<file path="src/rtl/dmac_wb_regs_param_pkg.sv">
// Shared definitions for the DMAC register slave: register word addresses,
// CHCR/ICR bit positions, the slave-control state type and lane-mask helpers.
package dmac_wb_regs_param_pkg;

  typedef enum logic {
    ST_IDLE = 1'b0,
    ST_RESP = 1'b1
  } ctrl_state_e;

  // Channel register word offsets within a 16-byte channel block.
  localparam logic [1:0] OFF_MADR = 2'd0;
  localparam logic [1:0] OFF_BCR  = 2'd1;
  localparam logic [1:0] OFF_CHCR = 2'd2;

  localparam logic [5:0] PCR_WADDR = 6'h3C;
  localparam logic [5:0] ICR_WADDR = 6'h3D;

  localparam int CHCR_DR = 0;
  localparam int CHCR_CO = 9;
  localparam int CHCR_LI = 10;
  localparam int CHCR_TR = 24;

  localparam int ICR_FORCE    = 15;
  localparam int ICR_EN_LSB   = 16;
  localparam int ICR_MEN      = 23;
  localparam int ICR_FLAG_LSB = 24;
  localparam int ICR_MFLAG    = 31;

  function automatic logic [31:0] lane_mask(input logic [3:0] sel);
    return {{8{sel[3]}}, {8{sel[2]}}, {8{sel[1]}}, {8{sel[0]}}};
  endfunction

  function automatic logic [31:0] merge(input logic [31:0] old_val,
                                        input logic [31:0] new_val,
                                        input logic [31:0] mask);
    return (old_val & ~mask) | (new_val & mask);
  endfunction

endpackage

</file>
<file path="src/rtl/dmac_wb_regs_param_if.sv">
// Pipelined Wishbone register-bus signals between the regs arbiter and the DMAC slave.
interface dmac_wb_regs_param_if;
  logic [31:0] adr;
  logic        cyc;
  logic        stb;
  logic        we;
  logic [3:0]  sel;
  logic [31:0] dat_wr;
  logic        ack;
  logic        stall;
  logic        err;
  logic [31:0] dat_rd;

  modport master (output adr, cyc, stb, we, sel, dat_wr,
                  input  ack, stall, err, dat_rd);
  modport slave  (input  adr, cyc, stb, we, sel, dat_wr,
                  output ack, stall, err, dat_rd);
endinterface

</file>
<file path="src/rtl/dmac_wb_regs_param_ctrl.sv">
// Wishbone slave handshake: one outstanding access, registered ACK/ERR.
//  state   | meaning
//  ST_IDLE | ready, an access with CYC&STB&EN is accepted
//  ST_RESP | ACK or ERR is on the bus, STALL held high for this cycle
module dmac_wb_regs_param_ctrl
  import dmac_wb_regs_param_pkg::*;
(
  input  logic CLK,
  input  logic RST_ASYNC_N,
  input  logic EN,
  input  logic cyc,
  input  logic stb,
  input  logic valid,
  output logic accept,
  output logic stall,
  output logic ack,
  output logic err
);

  ctrl_state_e state_q, state_d;

  always_ff @(posedge CLK or negedge RST_ASYNC_N) begin
    if (!RST_ASYNC_N) begin
      state_q <= ST_IDLE;
    end else if (EN) begin
      state_q <= state_d;
    end
  end

  always_comb begin
    state_d = state_q;
    accept  = 1'b0;
    stall   = 1'b0;
    case (state_q)
      ST_IDLE: begin
        if (cyc && stb && EN) begin
          accept  = 1'b1;
          state_d = ST_RESP;
        end
      end
      ST_RESP: begin
        stall   = 1'b1;
        state_d = ST_IDLE;
      end
      default: state_d = ST_IDLE;
    endcase
  end

  always_ff @(posedge CLK or negedge RST_ASYNC_N) begin
    if (!RST_ASYNC_N) begin
      ack <= 1'b0;
      err <= 1'b0;
    end else if (EN) begin
      ack <= accept && valid;
      err <= accept && !valid;
    end
  end

endmodule

</file>
<file path="src/rtl/dmac_wb_regs_param.sv">
// DMAC register slave: per-channel MADR/BCR/CHCR, common PCR/ICR, engine
// write-back of MADR/BCR and the ICR-driven level interrupt.
module dmac_wb_regs_param
  import dmac_wb_regs_param_pkg::*;
#(
  parameter int          NUM_CH   = 7,
  parameter int          ADDR_MSB = 11,
  parameter int          ADDR_LSB = 8,
  parameter logic [31:0] ADDR_VAL = 32'd0,
  parameter logic [31:0] PCR_RST  = 32'h0765_4321
) (
  input  logic                   CLK,
  input  logic                   RST_ASYNC_N,
  input  logic                   EN,
  dmac_wb_regs_param_if.slave    wb,
  output logic [32*NUM_CH-1:0]   CFG_MADR_OUT,
  output logic [32*NUM_CH-1:0]   CFG_BCR_OUT,
  output logic [NUM_CH-1:0]      CFG_CHCR_DR_OUT,
  output logic [NUM_CH-1:0]      CFG_CHCR_CO_OUT,
  output logic [NUM_CH-1:0]      CFG_CHCR_LI_OUT,
  output logic [NUM_CH-1:0]      CFG_CHCR_TR_OUT,
  output logic [31:0]            CFG_PCR_OUT,
  input  logic [NUM_CH-1:0]      HW_MADR_WR_IN,
  input  logic [NUM_CH-1:0]      HW_BCR_WR_IN,
  input  logic [32*NUM_CH-1:0]   HW_MADR_DAT_IN,
  input  logic [32*NUM_CH-1:0]   HW_BCR_DAT_IN,
  input  logic [NUM_CH-1:0]      CH_DONE_IN,
  output logic                   IRQ_OUT
);

  localparam int         AW  = ADDR_MSB - ADDR_LSB + 1;
  localparam logic [3:0] NCH = 4'(NUM_CH);

  logic [5:0]  waddr;
  logic [3:0]  ch_idx;
  logic [1:0]  reg_sel;
  logic [31:0] mask;
  logic        addr_hit, sel_ok, reg_exists, valid, accept;
  logic        wr_en, rd_en, wr_pcr, wr_icr;
  logic        unused_adr;

  logic [31:0]       madr_q [NUM_CH];
  logic [31:0]       bcr_q  [NUM_CH];
  logic [NUM_CH-1:0] dr_q, co_q, li_q, tr_q;
  logic [NUM_CH-1:0] wr_madr, wr_bcr, wr_chcr;
  logic [31:0]       pcr_q, rd_q, rd_word, icr_word;
  logic [15:0]       icr_lo_q;
  logic [NUM_CH-1:0] icr_en_q, icr_flag_q, flag_set, flag_clr;
  logic              icr_men_q, icr_mflag, irq_q;

  assign waddr      = wb.adr[7:2];
  assign ch_idx     = waddr[5:2];
  assign reg_sel    = waddr[1:0];
  assign mask       = lane_mask(wb.sel);
  assign unused_adr = ^wb.adr;

  assign addr_hit   = (wb.adr[ADDR_MSB:ADDR_LSB] == ADDR_VAL[AW-1:0]);
  assign sel_ok     = ((wb.sel == 4'b1111) && (wb.adr[1:0] == 2'b00)) ||
                      (((wb.sel == 4'b0011) || (wb.sel == 4'b1100)) && !wb.adr[0]);
  assign reg_exists = (waddr == PCR_WADDR) || (waddr == ICR_WADDR) ||
                      ((ch_idx < NCH) && (reg_sel != 2'd3));
  assign valid      = addr_hit && sel_ok && reg_exists;

  assign wr_en  = accept && valid && wb.we;
  assign rd_en  = accept && valid && !wb.we;
  assign wr_pcr = wr_en && (waddr == PCR_WADDR);
  assign wr_icr = wr_en && (waddr == ICR_WADDR);

  dmac_wb_regs_param_ctrl u_ctrl (
    .CLK         (CLK),
    .RST_ASYNC_N (RST_ASYNC_N),
    .EN          (EN),
    .cyc         (wb.cyc),
    .stb         (wb.stb),
    .valid       (valid),
    .accept      (accept),
    .stall       (wb.stall),
    .ack         (wb.ack),
    .err         (wb.err)
  );

  always_comb begin
    wr_madr = '0;
    wr_bcr  = '0;
    wr_chcr = '0;
    for (int n = 0; n < NUM_CH; n++) begin
      wr_madr[n] = wr_en && (ch_idx == 4'(n)) && (reg_sel == OFF_MADR);
      wr_bcr[n]  = wr_en && (ch_idx == 4'(n)) && (reg_sel == OFF_BCR);
      wr_chcr[n] = wr_en && (ch_idx == 4'(n)) && (reg_sel == OFF_CHCR);
    end
  end

  // Engine write-back takes priority over a coincident bus write; the bus access is still ACKed.
  always_ff @(posedge CLK or negedge RST_ASYNC_N) begin
    if (!RST_ASYNC_N) begin
      for (int n = 0; n < NUM_CH; n++) begin
        madr_q[n] <= '0;
        bcr_q[n]  <= '0;
      end
      dr_q <= '0;
      co_q <= '0;
      li_q <= '0;
      tr_q <= '0;
    end else if (EN) begin
      for (int n = 0; n < NUM_CH; n++) begin
        if (HW_MADR_WR_IN[n])  madr_q[n] <= HW_MADR_DAT_IN[32*n +: 32];
        else if (wr_madr[n])   madr_q[n] <= merge(madr_q[n], wb.dat_wr, mask);
        if (HW_BCR_WR_IN[n])   bcr_q[n]  <= HW_BCR_DAT_IN[32*n +: 32];
        else if (wr_bcr[n])    bcr_q[n]  <= merge(bcr_q[n], wb.dat_wr, mask);
        if (wr_chcr[n]) begin
          if (mask[CHCR_DR]) dr_q[n] <= wb.dat_wr[CHCR_DR];
          if (mask[CHCR_CO]) co_q[n] <= wb.dat_wr[CHCR_CO];
          if (mask[CHCR_LI]) li_q[n] <= wb.dat_wr[CHCR_LI];
        end
        if (wr_chcr[n] && mask[CHCR_TR]) tr_q[n] <= wb.dat_wr[CHCR_TR];
        else if (CH_DONE_IN[n])          tr_q[n] <= 1'b0;
      end
    end
  end

  assign flag_set  = CH_DONE_IN & icr_en_q;
  assign flag_clr  = {NUM_CH{wr_icr}} & mask[ICR_FLAG_LSB +: NUM_CH] &
                     wb.dat_wr[ICR_FLAG_LSB +: NUM_CH];
  assign icr_mflag = icr_lo_q[ICR_FORCE] | (icr_men_q & (|(icr_en_q & icr_flag_q)));

  always_comb begin
    icr_word                            = '0;
    icr_word[15:0]                      = icr_lo_q;
    icr_word[ICR_EN_LSB +: NUM_CH]      = icr_en_q;
    icr_word[ICR_MEN]                   = icr_men_q;
    icr_word[ICR_FLAG_LSB +: NUM_CH]    = icr_flag_q;
    icr_word[ICR_MFLAG]                 = icr_mflag;
  end

  always_comb begin
    rd_word = '0;
    if (waddr == PCR_WADDR) begin
      rd_word = pcr_q;
    end else if (waddr == ICR_WADDR) begin
      rd_word = icr_word;
    end else begin
      for (int n = 0; n < NUM_CH; n++) begin
        if (ch_idx == 4'(n)) begin
          case (reg_sel)
            OFF_MADR: rd_word = madr_q[n];
            OFF_BCR:  rd_word = bcr_q[n];
            OFF_CHCR: begin
              rd_word[CHCR_DR] = dr_q[n];
              rd_word[CHCR_CO] = co_q[n];
              rd_word[CHCR_LI] = li_q[n];
              rd_word[CHCR_TR] = tr_q[n];
            end
            default: rd_word = '0;
          endcase
        end
      end
    end
  end

  // A flag set by CH_DONE_IN survives a same-cycle write-1-to-clear.
  always_ff @(posedge CLK or negedge RST_ASYNC_N) begin
    if (!RST_ASYNC_N) begin
      pcr_q      <= PCR_RST;
      icr_lo_q   <= '0;
      icr_en_q   <= '0;
      icr_men_q  <= 1'b0;
      icr_flag_q <= '0;
      irq_q      <= 1'b0;
      rd_q       <= '0;
    end else if (EN) begin
      if (wr_pcr) pcr_q <= merge(pcr_q, wb.dat_wr, mask);
      if (wr_icr) begin
        icr_lo_q <= (icr_lo_q & ~mask[15:0]) | (wb.dat_wr[15:0] & mask[15:0]);
        icr_en_q <= (icr_en_q & ~mask[ICR_EN_LSB +: NUM_CH]) |
                    (wb.dat_wr[ICR_EN_LSB +: NUM_CH] & mask[ICR_EN_LSB +: NUM_CH]);
        if (mask[ICR_MEN]) icr_men_q <= wb.dat_wr[ICR_MEN];
      end
      icr_flag_q <= flag_set | (icr_flag_q & ~flag_clr);
      irq_q      <= icr_mflag;
      if (rd_en) rd_q <= rd_word & mask;
    end
  end

  for (genvar g = 0; g < NUM_CH; g++) begin : g_ch
    assign CFG_MADR_OUT[32*g +: 32] = madr_q[g];
    assign CFG_BCR_OUT[32*g +: 32]  = bcr_q[g];
  end

  assign CFG_CHCR_DR_OUT = dr_q;
  assign CFG_CHCR_CO_OUT = co_q;
  assign CFG_CHCR_LI_OUT = li_q;
  assign CFG_CHCR_TR_OUT = tr_q;
  assign CFG_PCR_OUT     = pcr_q;
  assign IRQ_OUT         = irq_q;
  assign wb.dat_rd       = rd_q;

endmodule

</file>
<file path="src/flat_wrapper.sv">
// flat-port wrapper written by rule: the top's interface ports become plain ports
module dmac_wb_regs_param_flat import dmac_wb_regs_param_pkg::*;
#(
  parameter int          NUM_CH   = 7,
  parameter int          ADDR_MSB = 11,
  parameter int          ADDR_LSB = 8,
  parameter logic [31:0] ADDR_VAL = 32'd0,
  parameter logic [31:0] PCR_RST  = 32'h0765_4321
)
  (CLK, RST_ASYNC_N, EN, CFG_MADR_OUT, CFG_BCR_OUT, CFG_CHCR_DR_OUT, CFG_CHCR_CO_OUT, CFG_CHCR_LI_OUT, CFG_CHCR_TR_OUT, CFG_PCR_OUT, HW_MADR_WR_IN, HW_BCR_WR_IN, HW_MADR_DAT_IN, HW_BCR_DAT_IN, CH_DONE_IN, IRQ_OUT, wb_adr, wb_cyc, wb_stb, wb_we, wb_sel, wb_dat_wr, wb_ack, wb_stall, wb_err, wb_dat_rd);
  dmac_wb_regs_param_if wb_i ();
  input  logic CLK;
  input  logic RST_ASYNC_N;
  input  logic EN;
  output logic [32*NUM_CH-1:0] CFG_MADR_OUT;
  output logic [32*NUM_CH-1:0] CFG_BCR_OUT;
  output logic [NUM_CH-1:0] CFG_CHCR_DR_OUT;
  output logic [NUM_CH-1:0] CFG_CHCR_CO_OUT;
  output logic [NUM_CH-1:0] CFG_CHCR_LI_OUT;
  output logic [NUM_CH-1:0] CFG_CHCR_TR_OUT;
  output logic [31:0] CFG_PCR_OUT;
  input  logic [NUM_CH-1:0] HW_MADR_WR_IN;
  input  logic [NUM_CH-1:0] HW_BCR_WR_IN;
  input  logic [32*NUM_CH-1:0] HW_MADR_DAT_IN;
  input  logic [32*NUM_CH-1:0] HW_BCR_DAT_IN;
  input  logic [NUM_CH-1:0] CH_DONE_IN;
  output logic IRQ_OUT;
  input wire logic [$bits(wb_i.adr)-1:0] wb_adr;
  input wire logic [$bits(wb_i.cyc)-1:0] wb_cyc;
  input wire logic [$bits(wb_i.stb)-1:0] wb_stb;
  input wire logic [$bits(wb_i.we)-1:0] wb_we;
  input wire logic [$bits(wb_i.sel)-1:0] wb_sel;
  input wire logic [$bits(wb_i.dat_wr)-1:0] wb_dat_wr;
  output wire logic [$bits(wb_i.ack)-1:0] wb_ack;
  output wire logic [$bits(wb_i.stall)-1:0] wb_stall;
  output wire logic [$bits(wb_i.err)-1:0] wb_err;
  output wire logic [$bits(wb_i.dat_rd)-1:0] wb_dat_rd;
  assign wb_i.adr = wb_adr;
  assign wb_i.cyc = wb_cyc;
  assign wb_i.stb = wb_stb;
  assign wb_i.we = wb_we;
  assign wb_i.sel = wb_sel;
  assign wb_i.dat_wr = wb_dat_wr;
  assign wb_ack = wb_i.ack;
  assign wb_stall = wb_i.stall;
  assign wb_err = wb_i.err;
  assign wb_dat_rd = wb_i.dat_rd;
  dmac_wb_regs_param #(.NUM_CH(NUM_CH), .ADDR_MSB(ADDR_MSB), .ADDR_LSB(ADDR_LSB), .ADDR_VAL(ADDR_VAL), .PCR_RST(PCR_RST)) u_core (.CLK(CLK), .RST_ASYNC_N(RST_ASYNC_N), .EN(EN), .wb(wb_i), .CFG_MADR_OUT(CFG_MADR_OUT), .CFG_BCR_OUT(CFG_BCR_OUT), .CFG_CHCR_DR_OUT(CFG_CHCR_DR_OUT), .CFG_CHCR_CO_OUT(CFG_CHCR_CO_OUT), .CFG_CHCR_LI_OUT(CFG_CHCR_LI_OUT), .CFG_CHCR_TR_OUT(CFG_CHCR_TR_OUT), .CFG_PCR_OUT(CFG_PCR_OUT), .HW_MADR_WR_IN(HW_MADR_WR_IN), .HW_BCR_WR_IN(HW_BCR_WR_IN), .HW_MADR_DAT_IN(HW_MADR_DAT_IN), .HW_BCR_DAT_IN(HW_BCR_DAT_IN), .CH_DONE_IN(CH_DONE_IN), .IRQ_OUT(IRQ_OUT));
endmodule
</file>
<file path="config.mk">
export PLATFORM = sky130hd
export DESIGN_NAME = dmac_wb_regs_param_flat
export DESIGN_NICKNAME = d
export VERILOG_FILES = /design/src/rtl/dmac_wb_regs_param_pkg.sv /design/src/rtl/dmac_wb_regs_param_if.sv /design/src/rtl/dmac_wb_regs_param_ctrl.sv /design/src/rtl/dmac_wb_regs_param.sv /design/src/flat_wrapper.sv
export SDC_FILE = /design/constraint.sdc
export NUM_CORES = 2
export LEC_CHECK = 0
export ABC_AREA = 0
export CAP_MARGIN = 20
export CORE_AREA = 2 2 427 429
export DETAILED_ROUTE_END_ITERATION = 8
export DIE_AREA = 0 0 429 431
export PLACE_DENSITY = 0.41
export SLEW_MARGIN = 20
export SYNTH_ARGS = -nofsm -noshare
export SYNTH_HDL_FRONTEND = slang
export SYNTH_SLANG_ARGS = --single-unit
</file>
<file path="constraint.sdc">
create_clock -name CLK -period 2.93 [get_ports CLK]
set_input_delay 0.586 -clock CLK [delete_from_list [all_inputs] [get_ports CLK]]
set_output_delay 0.586 -clock CLK [all_outputs]
set_load 0.02 [all_outputs]
</file>
# After elaboration in Yosys (flattened, before gate mapping)
# Index checks and enable logic that the tools add are counted.
[word_totals]
reg_bits = 575
latchBits = 0
ram_bits = 0
romBits = 0
in_bits = 543
elab_cells = 339
mem_count = 0
[op_classes]
addsub = 0
mul = 0
n_div = 0
order_cmp = 1
eq_ne = 14
n_shift = 0
muxes = 101
bitwise = 51
n_reduce_logical = 120
[op_table]
columns = ["op", "n"]
rows = [
  ["32-bit 2-to-1 mux", 41],
  ["32-bit AND", 17],
  ["32-bit bitwise OR", 15],
  ["13-bit case mux with 3 select lines", 6],
  ["8-bit case mux with 3 select lines", 6],
  ["7-bit case mux with 3 select lines", 6],
  ["7-bit AND", 7],
  ["1-bit logical AND", 48],
  ["2-bit AND reduction", 24],
  ["3-bit AND reduction", 15],
  ["1-bit case mux with 3 select lines", 14],
  ["2-bit case mux with 3 select lines", 7],
  ["2-bit nonzero test", 21],
  ["16-bit AND", 2],
  ["32-bit inverter", 1],
  ["13-bit case mux with 2 select lines", 1],
  ["1-bit 2-to-1 mux", 17],
  ["16-bit inverter", 1],
  ["16-bit bitwise OR", 1],
  ["8-bit case mux with 2 select lines", 1],
  ["7-bit inverter", 2],
  ["7-bit bitwise OR", 2],
  ["7-bit case mux with 2 select lines", 1],
  ["4-bit by 2-bit equality test with 1-bit output (second input constant)", 3],
  ["other kinds (17)", 28],
]

# Longest topological paths before layout
[depth]
depth_word = 22
mapped_depth = 11
mapped_depth_nobuf = 6

# Cells and area by module
# A second synthesis with hierarchy kept.
[unflattened]
cells_unflattened = 3045
hier_area_um2 = 29881.2
[modules_own_cells]
columns = ["module", "n_inst", "cells_each", "area_per_inst_um2"]
rows = [
  ["dmac_wb_regs_param", 1, 3034, 29746.0],
  ["dmac_wb_regs_param_ctrl", 1, 11, 135.1],
]

# Worst setup path before layout
# No wires, ideal clock.
[synth_path]
kind = "input port to flip-flop"
start = "input wb_sel[0]"
end = "register with a tool-made name"
setup_time_ns = 0.120
arrival_time_ns = 2.576
t_required_ns = 2.810
path_slack_ns = 0.234
path_stages = 11
path_buffers = 5
cell_sequence = "buf_2 nor3b_1 a31oi_1 buf_2 or4_1 clkbuf_2 or3_1 clkbuf_1 buf_4 o22ai_1 nor2_1"
[synth_lines]
columns = ["item", "line_no", "source"]
rows = [
  ["start, declared", "flat_wrapper.sv:32", "input wire logic [$bits(wb_i.sel)-1:0] wb_sel;"],
]

# Worst setup path after layout
[layout_path]
start = "input wb_adr[7]"
end = "register u_core.rd_q[9], in the netlist u_core.wb.dat_rd[9]"
[layout_between]
elab_chain_len = 15
elab_cells_between_ends = 31
cone_classes = "order compare: 1; eq/ne: 8; mux: 13; bitwise: 1; reduce/logical: 8"
[layout_rtl]
columns = ["item", "line_no", "source"]
rows = [
  ["start, declared", "flat_wrapper.sv:28", "input wire logic [$bits(wb_i.adr)-1:0] wb_adr;"],
  ["4-bit logical NOT", "dmac_wb_regs_param.sv:143", "if (ch_idx == 4'(n)) begin"],
  ["32-bit 2-to-1 mux (2 in series)", "dmac_wb_regs_param.sv:143", ""],
  ["32-bit 2-to-1 mux", "dmac_wb_regs_param.sv:139", "end else if (waddr == ICR_WADDR) begin"],
  ["32-bit 2-to-1 mux", "dmac_wb_regs_param.sv:137", "if (waddr == PCR_WADDR) begin"],
  ["32-bit 2-to-1 mux", "dmac_wb_regs_param.sv:143", ""],
  ["32-bit 2-to-1 mux", "dmac_wb_regs_param.sv:139", ""],
  ["32-bit 2-to-1 mux", "dmac_wb_regs_param.sv:137", ""],
  ["32-bit 2-to-1 mux (4 in series)", "dmac_wb_regs_param.sv:143", ""],
  ["32-bit 2-to-1 mux", "dmac_wb_regs_param.sv:139", ""],
  ["32-bit 2-to-1 mux", "dmac_wb_regs_param.sv:137", ""],
  ["32-bit AND", "dmac_wb_regs_param.sv:180", "if (rd_en) rd_q <= rd_word & mask;"],
  ["end signal, assigned", "dmac_wb_regs_param.sv:180", ""],
  ["end, declared", "dmac_wb_regs_param.sv:46", "logic [31:0] pcr_q, rd_q, rd_word, icr_word;"],
]
# Several ways; a longest one is shown, not always the timed one. The select of a mux whose other input is x is not followed.
# A chain may end at the register's enable or synchronous reset.

==> results.sh <==
export IMPL_root_buffer="clkbuf_16"
export IMPL_drt_iter0_drc=2338
export IMPL_drive_gt1_share_pct=16.5
export IMPL_grt_max_degree=72
export IMPL_finalPower_uw=27800
export IMPL_clock_skew_ns=0.0452
export IMPL_stdcell_count=6909
export IMPL_worst_setup_path_end_kind="flop"
export IMPL_crit_arrival_ns=3.50
export IMPL_syn_to_final_growth_pct=68.7
export IMPL_crit_top_cell="buf_4"
export IMPL_cts_setup_buffers=0
export IMPL_grt_overflow=0
export IMPL_peakVddDrop_uv=364
export IMPL_min_delay_start="u_core.wb.dat_rd[26]"
export IMPL_cp_cell_sequence="clkdlybuf4s50_1, buf_4, nor4b_4, buf_12, o21ai_0, nand3_1, or4_1, buf_4, o2111a_1, o31ai_1"
export IMPL_clk_pin_slew_ns=0.05
export IMPL_grt_pass1_wl_um=311000
export IMPL_syn_inst=3121
export IMPL_routed_via_density=4.65
export IMPL_critPathLaunch="wb_adr[7]"
export IMPL_num_io_pins=1087
export IMPL_async_flop_share_pct=100
export IMPL_synth_top_area_share_pct=47.6
export IMPL_fin_util_pct=27.7
export IMPL_syn_avg_cell_area_um2=9.47
export IMPL_critPathLaunchType="primary input"
export IMPL_rsz0062_at_grt="no"
export IMPL_synthesis_area_um2=29600
export IMPL_grt_antenna_before_repair=34
export IMPL_cts_path_max_buffers=3
export IMPL_drtAntennaViolNets=0
export IMPL_fin_hold_ws_ns=0.478
export IMPL_cts_made_buffers=80
export IMPL_layout_commonest_cell="clkdlybuf4s50_1"
export IMPL_max_freq_ghz=0.342
export IMPL_fin_crit_ns=2.92
export IMPL_htreeDepth=3
export IMPL_crit_type="in -> reg"
export IMPL_finalHoldViolCount=0
export IMPL_critPathMaxFanout=10
export IMPL_gp_congestion=0.896
export IMPL_ys_seq_area_share_pct=48.7
export IMPL_ys_ff_latch=575
export IMPL_crit_family="buffers and inverters"
export IMPL_floorplan_initialDensity_pct=16.4
export IMPL_slowest_delay_ns=0.66
export IMPL_p_leak_uw=0.0209
export IMPL_synth_nets=3664
export IMPL_slew_headroom_pct=37.0
export IMPL_drc=0
export IMPL_core_um2=180000
export IMPL_wl_um=236000
export IMPL_nets=5002
export IMPL_port_buffers=1066
export IMPL_worstMarginPinSlew_ns=0.919
export IMPL_fillers=19200
export IMPL_regToRegStartpoint="u_core.u_ctrl.state_q"
export IMPL_placed_cells=6746
export IMPL_yosysTopAreaCell="dfrtp_1"
export IMPL_drt_pass1_iter_count=7
export IMPL_clock_latency_ns=0.70
export IMPL_finalCritPeriodShare_pct=99.7
export IMPL_synth_cell_types=69
export IMPL_slowest_stage="clkdlybuf4s50_1"
export IMPL_track_usage_pct=24.7
export IMPL_final_cell_mix="1,057 x clkdlybuf4s50_1, 563 x dfrtp_1, 555 x nor2_1"
export IMPL_critPathBufInv=4
export IMPL_critical_path_required_ns=3.51
export IMPL_drv_slew=0
export IMPL_synth_edff_count=0
export IMPL_dr_total_vias=32100
export IMPL_rows=156
export IMPL_setup_viol=0
export IMPL_die_height_um=431
export IMPL_grt_pass1_vias=32900
export IMPL_hold_path_class="reg -> reg"
export IMPL_cap_violations=0
export IMPL_yosys_warnings=0
export IMPL_cts_sinks=575
export IMPL_ys_flop_type="dfrtp_1"
export IMPL_die_area_um2=185000
export IMPL_place_hpwl_um=191000
export IMPL_avgRoutedWirePerCell_um=34.2
export IMPL_cellPowerDensity_nw_per_um2=557
export IMPL_die_x_um=429
export IMPL_ys_top_cells_by_area="dfrtp_1 48%, mux2i_1 9.4%, o22ai_1 7.6%"
export IMPL_outcome="complete, no violations"
export IMPL_cts_tree="done"
## where the power goes
part | internal, uW | switching, uW | total (uW) | leakage [uW]
combinational | 3320 | 4150 | 7470 | 0.0128
sequential | 8760 | 1000 | 9760 | 0.00679
clock | 6330 | 4240 | 10600 | 0.00137
## final cells by class
| type | count | area, um2 | share of cell area (%) |
|---|---|---|---|
| Inverter | 38 | 143 | 0.286 |
| Tap cell | 2370 | 2970 | 5.94 |
| Clock buffer | 111 | 2310 | 4.63 |
| Sequential cell | 575 | 14400 | 28.9 |
| Timing Repair Buffer | 1527 | 15400 | 31.0 |
| Antenna cell | 17 | 42.5 | 0.0853 |
| Multi-Input combinational cell | 2237 | 14100 | 28.3 |
| Clock inverter | 34 | 477 | 0.956 |
## path summary, 6_finish.rpt
check                                                   to  slack, ns  cells past startpoint
worst max-delay path                   u_core.wb.dat_rd[9]      0.007                     10
worst min-delay path                  u_core.wb.dat_rd[26]       0.48                      2
worst max register to register                        flop       0.19                      8
worst min register to register        u_core.wb.dat_rd[26]       0.48                      2
max in group asynchronous       asynchronous set/reset pin       1.21                      3
min in group asynchronous       asynchronous set/reset pin       0.55                      2
## stage by stage
step | setup WS (ns) | cell area [um2] | TNS [ns]
final | 0.00746 | 49900 | 0
after global routing | 0.0157 | 49900 | 0
after CTS | 0.0459 | 49800 | 0
after detailed placement | -0.798 | 47000 | -224.50
after global placement | -0.819 | 47000 | -290.31
after floorplan | 0.234 | 29600 | 0
## what timing repair did
item | CTS | global route
endpoints found under the setup margin | 16 | 32
hold buffers | 1 | 0
hold endpoints to repair | 43 | 0
pin swaps | 0 | 1
resized for setup | 1 | 1
## routing by layer
metal / GRT usage [%] / routed length (um) / vias up
li1: - / - / 14200
met1: 26.0 / 83900 / 16200
met2: 46.9 / 127000 / 1400
met3: 4.47 / 12100 / 352
met4: 12.1 / 12800 / 18
met5: 0 / 118 / -
## worst register-to-register path: stages, from the launching register on
cell and delay [ns]:
dfrtp_1 0.39, and3b_1 0.42, nand3_4 0.19, buf_4 0.22, or4_1 0.63, o21ai_2 0.42, buf_12 0.21, nor2_1 0.06
nor2_1 0.12
## cell families after synthesis
group | count (synthesis) | share of synthesized area, %
muxes | 349 | 12.1
AOI/OAI and AO/OA | 888 | 20.1
DFF | 575 | 48.7
and+or+nand+nor | 999 | 14.8
buffers and inverters | 309 | 4.25
xor gates and xnor gates | 1 | 0.0296
## cell usage after synthesis, types with 43 or more instances
master,count
buf_2,46
mux2_2,58
o21ai_0,116
nor2_1,556
a21oi_1,132
a2bb2oi_1,43
nand3_1,43
dfrtp_1,563
o31ai_1,55
mux2i_1,278
nand2_1,219
o22ai_1,360
clkbuf_1,188
No activity file was read; power rests on OpenSTA's default activity.
